[config.mk]
export PLATFORM = sky130hd
export DESIGN_NAME = ex_muldiv_unit_flat
export DESIGN_NICKNAME = d
export VERILOG_FILES = /design/src/rtl/ex_muldiv_if.sv /design/src/rtl/ex_muldiv_unit.sv /design/src/flat_wrapper.sv
export SDC_FILE = /design/constraint.sdc
export NUM_CORES = 1
export LEC_CHECK = 0
export BUFFER_PORTS_ARGS = -buffer_cell sky130_fd_sc_hd__buf_2
export CAP_MARGIN = 40
export CORE_UTILIZATION = 57
export CTS_BUF_LIST = sky130_fd_sc_hd__clkbuf_8 sky130_fd_sc_hd__clkbuf_16
export CTS_CLUSTER_DIAMETER = 120
export DETAILED_ROUTE_END_ITERATION = 12
export PLACE_DENSITY = 0.77
export SYNTH_ARGS = -nofsm -noshare
export SYNTH_HDL_FRONTEND = slang
export SYNTH_SLANG_ARGS = --single-unit
[constraint.sdc]
create_clock -name clk_in -period 3.3 [get_ports clk_in]
set_clock_uncertainty 0.1 [all_clocks]
set_input_delay 0.33 -clock clk_in [delete_from_list [all_inputs] [get_ports clk_in]]
set_output_delay 0.33 -clock clk_in [all_outputs]
set_load 0.005 [all_outputs]
[src/rtl/ex_muldiv_if.sv]
// Issue/result handshake between the EX stage and the iterative multiply-divide unit.
interface ex_muldiv_if #(
  parameter int XLEN = 32
);
  logic            flush_in;
  logic            valid_in;
  logic            ready_out;
  logic [2:0]      op_in;
  logic [XLEN-1:0] rs1_val_in;
  logic [XLEN-1:0] rs2_val_in;
  logic [4:0]      rd_addr_in;
  logic            valid_out;
  logic            ready_in;
  logic [XLEN-1:0] rd_val_out;
  logic [4:0]      rd_addr_out;
  logic            stallreq_out;

  modport slave (
    input  flush_in, valid_in, op_in, rs1_val_in, rs2_val_in, rd_addr_in, ready_in,
    output ready_out, valid_out, rd_val_out, rd_addr_out, stallreq_out
  );

  modport master (
    output flush_in, valid_in, op_in, rs1_val_in, rs2_val_in, rd_addr_in, ready_in,
    input  ready_out, valid_out, rd_val_out, rd_addr_out, stallreq_out
  );
endinterface

[src/rtl/ex_muldiv_unit.sv]
// Iterative RV32M/RV64M multiply/divide: shift-add multiply, restoring divide,
// magnitude datapath with a single sign-fixup cycle before handing off to MEM.
module ex_muldiv_unit #(
  parameter int XLEN     = 32,
  parameter int MUL_STEP = 1
) (
  input logic        clk_in,
  input logic        rstn_in,
  ex_muldiv_if.slave bus
);
  localparam int              K_MUL   = XLEN / MUL_STEP;
  localparam int              CW      = $clog2(XLEN) + 1;
  localparam logic [CW-1:0]   K_MUL_C = CW'(K_MUL);
  localparam logic [CW-1:0]   K_DIV_C = CW'(XLEN);

  typedef enum logic [1:0] {IDLE, CALC, FIX, DONE} state_t;

  state_t            state;
  logic [CW-1:0]     cnt;
  logic [2*XLEN-1:0] acc;
  logic [XLEN-1:0]   ma, mb;
  logic [2:0]        op_q;
  logic [4:0]        rd_q;
  logic              neg_q, sa_q, spec_q;
  logic              valid_r, ready_r;
  logic [XLEN-1:0]   rd_val_r;
  logic [4:0]        rd_addr_r;

  logic [XLEN-1:0] a, b, abs_a, abs_b, spec_val;
  logic            a_sgn, b_sgn, a_neg, b_neg, b_zero, ovf, special;

  assign a = bus.rs1_val_in;
  assign b = bus.rs2_val_in;

  always_comb begin
    a_sgn = 1'b0;
    b_sgn = 1'b0;
    case (bus.op_in)
      3'd1, 3'd4, 3'd6: begin a_sgn = 1'b1; b_sgn = 1'b1; end
      3'd2:             a_sgn = 1'b1;
      default:          ;
    endcase
  end

  assign a_neg  = a_sgn & a[XLEN-1];
  assign b_neg  = b_sgn & b[XLEN-1];
  assign abs_a  = a_neg ? -a : a;
  assign abs_b  = b_neg ? -b : b;
  assign b_zero = (b == '0);
  assign ovf    = a_sgn & b_sgn & (a == {1'b1, {(XLEN-1){1'b0}}}) & (&b);
  assign special = bus.op_in[2] & (b_zero | ovf);
  // op[1] selects remainder: div-by-zero gives A / all ones, overflow gives 0 / A
  assign spec_val = b_zero ? (bus.op_in[1] ? a : '1) : (bus.op_in[1] ? '0 : a);

  // Shift-add: multiplier sits in acc low half and drains out MUL_STEP bits per step
  logic [XLEN+MUL_STEP-1:0] mul_pp, mul_hi;
  logic [2*XLEN-1:0]        mul_nxt;
  assign mul_pp  = {{MUL_STEP{1'b0}}, ma} * {{XLEN{1'b0}}, acc[MUL_STEP-1:0]};
  assign mul_hi  = {{MUL_STEP{1'b0}}, acc[2*XLEN-1:XLEN]} + mul_pp;
  assign mul_nxt = {mul_hi, acc[XLEN-1:MUL_STEP]};

  // Restoring divide: acc = {remainder, dividend/quotient}; borrow bit decides restore
  logic [XLEN:0]     sh, dif;
  logic [2*XLEN-1:0] div_nxt;
  assign sh      = acc[2*XLEN-1:XLEN-1];
  assign dif     = sh - {1'b0, mb};
  assign div_nxt = dif[XLEN] ? {sh[XLEN-1:0],  acc[XLEN-2:0], 1'b0}
                             : {dif[XLEN-1:0], acc[XLEN-2:0], 1'b1};

  logic [2*XLEN-1:0] prod;
  logic [XLEN-1:0]   quo, rem, fix_res;
  logic [CW-1:0]     k_end;
  assign prod  = neg_q ? -acc : acc;
  assign quo   = acc[XLEN-1:0];
  assign rem   = acc[2*XLEN-1:XLEN];
  assign k_end = op_q[2] ? K_DIV_C : K_MUL_C;

  always_comb begin
    fix_res = '0;
    if (!op_q[2])    fix_res = (op_q[1:0] == 2'd0) ? prod[XLEN-1:0] : prod[2*XLEN-1:XLEN];
    else if (op_q[1]) fix_res = sa_q ? -rem : rem;
    else              fix_res = neg_q ? -quo : quo;
  end

  always_ff @(posedge clk_in or negedge rstn_in) begin
    if (!rstn_in) begin
      state     <= IDLE;
      cnt       <= '0;
      acc       <= '0;
      ma        <= '0;
      mb        <= '0;
      op_q      <= '0;
      rd_q      <= '0;
      neg_q     <= 1'b0;
      sa_q      <= 1'b0;
      spec_q    <= 1'b0;
      valid_r   <= 1'b0;
      ready_r   <= 1'b1;
      rd_val_r  <= '0;
      rd_addr_r <= '0;
    end else if (bus.flush_in) begin
      state   <= IDLE;
      cnt     <= '0;
      valid_r <= 1'b0;
      ready_r <= 1'b1;
    end else begin
      case (state)
        IDLE: if (bus.valid_in && ready_r) begin
          state   <= CALC;
          ready_r <= 1'b0;
          cnt     <= '0;
          op_q    <= bus.op_in;
          rd_q    <= bus.rd_addr_in;
          neg_q   <= a_neg ^ b_neg;
          sa_q    <= a_neg;
          spec_q  <= special;
          ma      <= abs_a;
          mb      <= abs_b;
          if (special)           acc <= {{XLEN{1'b0}}, spec_val};
          else if (bus.op_in[2]) acc <= {{XLEN{1'b0}}, abs_a};
          else                   acc <= {{XLEN{1'b0}}, abs_b};
        end
        // One edge past the final step is spent leaving CALC
        CALC: if (spec_q) begin
          state     <= DONE;
          rd_val_r  <= acc[XLEN-1:0];
          rd_addr_r <= rd_q;
          valid_r   <= 1'b1;
        end else if (cnt == k_end) begin
          state <= FIX;
          cnt   <= '0;
        end else begin
          acc <= op_q[2] ? div_nxt : mul_nxt;
          cnt <= cnt + CW'(1);
        end
        FIX: begin
          state     <= DONE;
          rd_val_r  <= fix_res;
          rd_addr_r <= rd_q;
          valid_r   <= 1'b1;
        end
        DONE: if (bus.ready_in) begin
          state   <= IDLE;
          valid_r <= 1'b0;
          ready_r <= 1'b1;
        end
        default: state <= IDLE;
      endcase
    end
  end

  assign bus.valid_out    = valid_r;
  assign bus.ready_out    = ready_r;
  assign bus.rd_val_out   = rd_val_r;
  assign bus.rd_addr_out  = rd_addr_r;
  assign bus.stallreq_out = (state != IDLE) | (bus.valid_in & ~ready_r);
endmodule

[src/flat_wrapper.sv]
// flat-port wrapper written by rule: the top's interface ports become plain ports
module ex_muldiv_unit_flat 
#(
  parameter int XLEN     = 32,
  parameter int MUL_STEP = 1
)
  (clk_in, rstn_in, bus_flush_in, bus_valid_in, bus_op_in, bus_rs1_val_in, bus_rs2_val_in, bus_rd_addr_in, bus_ready_in, bus_ready_out, bus_valid_out, bus_rd_val_out, bus_rd_addr_out, bus_stallreq_out);
  ex_muldiv_if #(.XLEN(XLEN)) bus_i ();
  input logic clk_in;
  input logic rstn_in;
  input wire logic [$bits(bus_i.flush_in)-1:0] bus_flush_in;
  input wire logic [$bits(bus_i.valid_in)-1:0] bus_valid_in;
  input wire logic [$bits(bus_i.op_in)-1:0] bus_op_in;
  input wire logic [$bits(bus_i.rs1_val_in)-1:0] bus_rs1_val_in;
  input wire logic [$bits(bus_i.rs2_val_in)-1:0] bus_rs2_val_in;
  input wire logic [$bits(bus_i.rd_addr_in)-1:0] bus_rd_addr_in;
  input wire logic [$bits(bus_i.ready_in)-1:0] bus_ready_in;
  output wire logic [$bits(bus_i.ready_out)-1:0] bus_ready_out;
  output wire logic [$bits(bus_i.valid_out)-1:0] bus_valid_out;
  output wire logic [$bits(bus_i.rd_val_out)-1:0] bus_rd_val_out;
  output wire logic [$bits(bus_i.rd_addr_out)-1:0] bus_rd_addr_out;
  output wire logic [$bits(bus_i.stallreq_out)-1:0] bus_stallreq_out;
  assign bus_i.flush_in = bus_flush_in;
  assign bus_i.valid_in = bus_valid_in;
  assign bus_i.op_in = bus_op_in;
  assign bus_i.rs1_val_in = bus_rs1_val_in;
  assign bus_i.rs2_val_in = bus_rs2_val_in;
  assign bus_i.rd_addr_in = bus_rd_addr_in;
  assign bus_i.ready_in = bus_ready_in;
  assign bus_ready_out = bus_i.ready_out;
  assign bus_valid_out = bus_i.valid_out;
  assign bus_rd_val_out = bus_i.rd_val_out;
  assign bus_rd_addr_out = bus_i.rd_addr_out;
  assign bus_stallreq_out = bus_i.stallreq_out;
  ex_muldiv_unit #(.XLEN(XLEN), .MUL_STEP(MUL_STEP)) u_core (.clk_in(clk_in), .rstn_in(rstn_in), .bus(bus_i));
endmodule
After elaboration in Yosys (flattened, before gate mapping)
Index checks and enable logic that the tools add are counted.
Widths: inputs -> output; s select.

word-level totals
  latch bits = 0
  word-level logic and storage cells = 117
  bits in read-only memories = 0
  memories = 0
  output and inout port bits = 40
  RAM bits = 0
  bits in registers = 186

operators by class
  divide/modulo/power cells = 0
  reduce and logical (&&, ||, !) cells = 20
  magnitude comparators = 0
  $add $sub $neg = 8
  bitwise gates (word level) = 12
  equality and inequality tests = 18
  shift-type cells = 0
  multiply operators = 1
  mux-type cells = 44

operator list
  cell                  count
  $mux 64               7
  $mux 32               12
  $neg 32->32           4
  $pmux 64 s2           1
  $neg 64->64           1
  $pmux 32 s2           1
  $add 32x33->33        1
  $mul 32x1->33         1
  $sub 33x32->33        1
  $eq 32x32->1 const B  1
  $logic_not 32->1      1
  $reduce_and 32->1     1
  $mux 6                4
  $reduce_and 3->1      6
  $pmux 6 s2            1
  $mux 2                5
  $pmux 5 s2            1
  $mux 1                8
  $pmux 2 s4            1
  $and 1x1->1           7
  $add 6x1->6 const B   1
  $eq 3x3->1 const B    2
  $eq 6x6->1 const B    1
  $ne 3x2->1 const B    2
  other kinds (22)      32

Depth between registers and ports, before layout
  depth in word-level cells = 11
  depth in mapped cells = 15
  gate-level depth less buffers = 13

Least setup slack after synthesis
No wires, ideal clock.

  kind = reg2reg
  from = reg u_core.acc[0]
  to = reg u_core.acc[63]
  stages on the path, launching flop included = 16
  data arrival time = 3.201 ns
  path slack = -0.100 ns
  cells stage by stage = dfrtp_1 -> clkbuf_1 -> clkbuf_1 -> and2_1 -> ha_1 -> inv_1 -> fa_1 -> nor2b_1 -> o211ai_1 -> a211oi_1 -> nor3_1 -> o311ai_0 -> o21a_1 -> a21o_1 -> a21oi_1 -> a311oi_1

between the ends
  cells in the longest elaborated chain, start to end = 6

ends and longest elaborated chain
  what                    RTL line               RTL
  from (decl)             ex_muldiv_unit.sv:20   logic [2*XLEN-1:0] acc;
  from (signal assigned)  ex_muldiv_unit.sv:119  if (special) acc <= {{XLEN{1'b0}}, spec_val};
  from (signal assigned)  ex_muldiv_unit.sv:120  else if (bus.op_in[2]) acc <= {{XLEN{1'b0}}, abs_a};
  from (signal assigned)  ex_muldiv_unit.sv:121  else acc <= {{XLEN{1'b0}}, abs_b};
  $mul 32x1->33           ex_muldiv_unit.sv:58   assign mul_pp = {{MUL_STEP{1'b0}}, ma} * {{XLEN{1'b0}}, acc[MUL_STEP-1:0]};
  $add 32x33->33          ex_muldiv_unit.sv:59   assign mul_hi = {{MUL_STEP{1'b0}}, acc[2*XLEN-1:XLEN]} + mul_pp;
  $mux 64                 ex_muldiv_unit.sv:133  acc <= op_q[2] ? div_nxt : mul_nxt;
  $mux 64                 ex_muldiv_unit.sv:129  end else if (cnt == k_end) begin
  $mux 64                 ex_muldiv_unit.sv:124  CALC: if (spec_q) begin
  $pmux 64 s2             ex_muldiv_unit.sv:107  case (state)

No other way between the ends. The select of a mux whose other input is x is not followed.
A chain may end at the register's enable or synchronous reset.

Final worst setup path
  from = reg u_core.mb[5]
  to = reg u_core.acc[48]

between the ends
  cells in the longest elaborated chain, start to end = 6

ends and longest elaborated chain
  what                    RTL line               RTL
  from (decl)             ex_muldiv_unit.sv:21   logic [XLEN-1:0] ma, mb;
  from (signal assigned)  ex_muldiv_unit.sv:118  mb <= abs_b;
  $sub 33x32->33          ex_muldiv_unit.sv:66   assign dif = sh - {1'b0, mb};
  $mux 64                 ex_muldiv_unit.sv:67   assign div_nxt = dif[XLEN] ? {sh[XLEN-1:0], acc[XLEN-2:0], 1'b0}
  $mux 64                 ex_muldiv_unit.sv:133
  $mux 64                 ex_muldiv_unit.sv:129
  $mux 64                 ex_muldiv_unit.sv:124
  $pmux 64 s2             ex_muldiv_unit.sv:107
  to (signal assigned)    ex_muldiv_unit.sv:119
  to (signal assigned)    ex_muldiv_unit.sv:121
  to (signal assigned)    ex_muldiv_unit.sv:133

No other way between the ends. The select of a mux whose other input is x is not followed.

==> metrics.txt <==
final net count=2614; failing checks=negative setup slack; I/O pins=117; Sequential Area=4660 sq um; number of global-route vias before repair=17.9k; GRT overflow=0; Crit-path slowest cell=dfrtp_1; fill count=2505; WL per Instance=24.3 um; final instance area=20500 sq um; Worst Setup Start Kind=flip-flop; CP cell instances=inv_2 > ha_4 > a21o_1 > or3_4 > o211ai_4 > a21oi_2 > or3b_4 > a221oi_4 > buf_6 > buf_12 > xnor2_4 > buf_4 > mux2i_1 > o31ai_1; outcome=finished, violations left; Rel. slew slack=0.386; Vias/cell=6.62; Netlist cell types=84; Final Max Slew Viols=0; Root Buffer=clkbuf_16; most frequent cell after synthesis=nand2_1; DRT Wirelength=69.6 mm; P&R area growth vs syn=19.0%; Post-synth EDFFs=0; critical path class=flip-flop to flip-flop; crit end category=flip-flop; most frequent cells after synthesis=nand2_1, o21ai_0, dfrtp_1; via count=19.0k; main combinational cell family by area after synthesis=compound AO/OA/AOI/OAI gates; Hold Violations, Final=0; CTS tree=done; Synth Area in XOR/XNOR=0.0988; RSZ-0062 raised after global routing=yes; Avg Cell Area, Syn=7.70 sq um; Die H=176 um; total chip power=22.0 mW; Simple-Gate Fraction of Synth Area=0.211; detailed-route DRC error count=0; synthesized cell area=17300 sq um; flops & latches, synth=186; main flop type after synthesis=dfrtp_1; Worst EP required=3.56 ns; crit-path max cell delay=0.40 ns; Worst-path clk slew=0.08 ns; row count=63; Peak Freq=0.296 GHz; Final HPWL DP=54.1 mm; Port Buffers=116; endpoints failing setup=22; YS warnings=0; Total GRT Usage=0.450; leading area contributor after synthesis=dfrtp_1; antenna violations before repair=2; Worst-Skew Late Latency=0.46 ns; die width=176 um; ys async rst share=1.00; Placer Congestion=1.04; pwr dens=1070 nW/um^2; layout cells sized above 1=0.193; leakage=9.09 nW; area of the multi-input gates=11900 sq um; largest net degree at the start of global routing=140; Seq/Total Area, Yosys=0.270; dominant cells by area after synthesis=dfrtp_1, o21ai_0, ha_1; CTS Buffer Depth=2; Iter 0 DRT Violations=2449; H-Tree Level Count=4; Adder-Cell Fraction of Synth Area=0.0574; first-pass GRT wire length=105 mm; Syn Nets=2397; final worst slack=-0.0746 ns; Core Area=29700 sq um; CTS Buf Count=17; CTS sink count=186; worst hold path class=input port to flip-flop; CP max FO=5; Worst Path Arrival=3.63 ns; fin crit share=1.02; crit-path leading delay family=compound AO/OA/AOI/OAI gates; Max-Cap Viols=0; post-synth top area share=0.268; DIE AREA=31000 sq um; crit path buf inv count=4; mux cell area share after synthesis=0.0458; antenna-violating nets left=0; Util after Layout=0.691; Tmin final=3.37 ns; Initial Util=0.581; Least-Margin Pin Slew=0.921 ns; post-route setup TNS=-0.613 ns; drt first pass iters=7; placed instance area=19600 sq um; Post-Synthesis Cells=2242; hold slack final=0.00933 ns; Synth Area in Compound Gates=0.262; IR drop worst, VDD=0.556 mV
-- timing repair --
action / in CTS / in global routing
setup endpoints to repair: 33 / 37
pin swaps: 7 / 15
setup buffers: 4 / 5
hold buffers: 3 / 0
hold endpoints to repair: 72 / 0
gates resized for setup: 12 / 38
cloned: 2 / 0
-- per-stage QoR --
stage / instances / setup slack [ns]
2_1_floorplan: 2242 / 0.0147
3_3_place_gp: 2817 / -0.110
3_5_place_dp: 2817 / -0.142
4_1_cts: 2858 / -0.0600
5_1_grt: 2863 / -0.167
6_report: 2863 / -0.0746
-- per-layer routing --
layer  share of wire  vias to the layer above  wire length (um)  track usage
met1            0.41                     9012             28200        0.608
met5               0                        -                 0            0
met2            0.43                     1176             30300        0.677
li1                -                     8553                 -            -
met3            0.10                      225              7270       0.0943
met4           0.055                        0              3830        0.230
-- sequential cells by signal, summed over array words and instances (netlist names) --
register and count:
u_core.spec_q 1, u_core.mb 32, u_core.sa_q 1, u_core.neg_q 1, u_core.acc 64, u_core.rd_q 5
u_core.bus.ready_out 1, u_core.bus.valid_out 1, u_core.op_q 3, u_core.bus.rd_addr_out 5, u_core.ma 32, u_core.state 2
u_core.bus.rd_val_out 32, u_core.cnt 6
-- final timing paths --
kind                                    from  depth (start not counted)                   endpoint  slack, ns
max                             u_core.mb[5]                         14             u_core.acc[48]      -0.07
min reg2reg                   u_core.rd_q[4]                          2  u_core.bus.rd_addr_out[4]       0.37
min                        bus_rd_addr_in[4]                          2             u_core.rd_q[4]      0.009
max reg2reg                     u_core.mb[5]                         14             u_core.acc[48]      -0.07
max in group asynchronous            rstn_in                          3              u_core.mb[15]       1.98
min in group asynchronous            rstn_in                          2  u_core.bus.rd_val_out[13]       0.39
-- kinds of logic after synthesis --
kind of cell,Yosys count
AOI/OAI and AO/OA,720
xor gates and xnor gates,193
adders and majority gates,78
buffers and inverters,245
DFF,186
muxes,77
and+or+nand+nor,743
-- power breakdown --
group	internal, mW	leakage (nW)	switching [mW]	total [mW]
Clock	1.04	0.292	1.08	2.11
Sequential	3.28	2.28	0.974	4.26
Combinational	6.25	6.52	9.35	15.6
-- cells in the final DEF (no fill, tap or decap), types with 35 or more instances in the layout --
| cell type | instances |
|---|---|
| buf_2 | 115 |
| xor2_1 | 85 |
| xnor2_1 | 106 |
| nand3_1 | 59 |
| and2_1 | 37 |
| a21o_1 | 35 |
| buf_4 | 228 |
| a21oi_1 | 153 |
| nor2_1 | 175 |
| nor3_1 | 72 |
| ha_1 | 72 |
| mux2i_1 | 61 |
| nand2_1 | 227 |
| inv_1 | 76 |
| o21ai_0 | 225 |
| dfrtp_1 | 183 |
-- cell type report --
type                    count  share of cell area
diodes                      1            0.000122
clock buffers              18              0.0214
clock inverters            14             0.00737
inverters                  77              0.0141
multi-input cells        1812               0.579
flip-flops and latches    186               0.227
well taps                 390              0.0238
repair buffers            365               0.128
No activity file was read; power rests on OpenSTA's default activity.
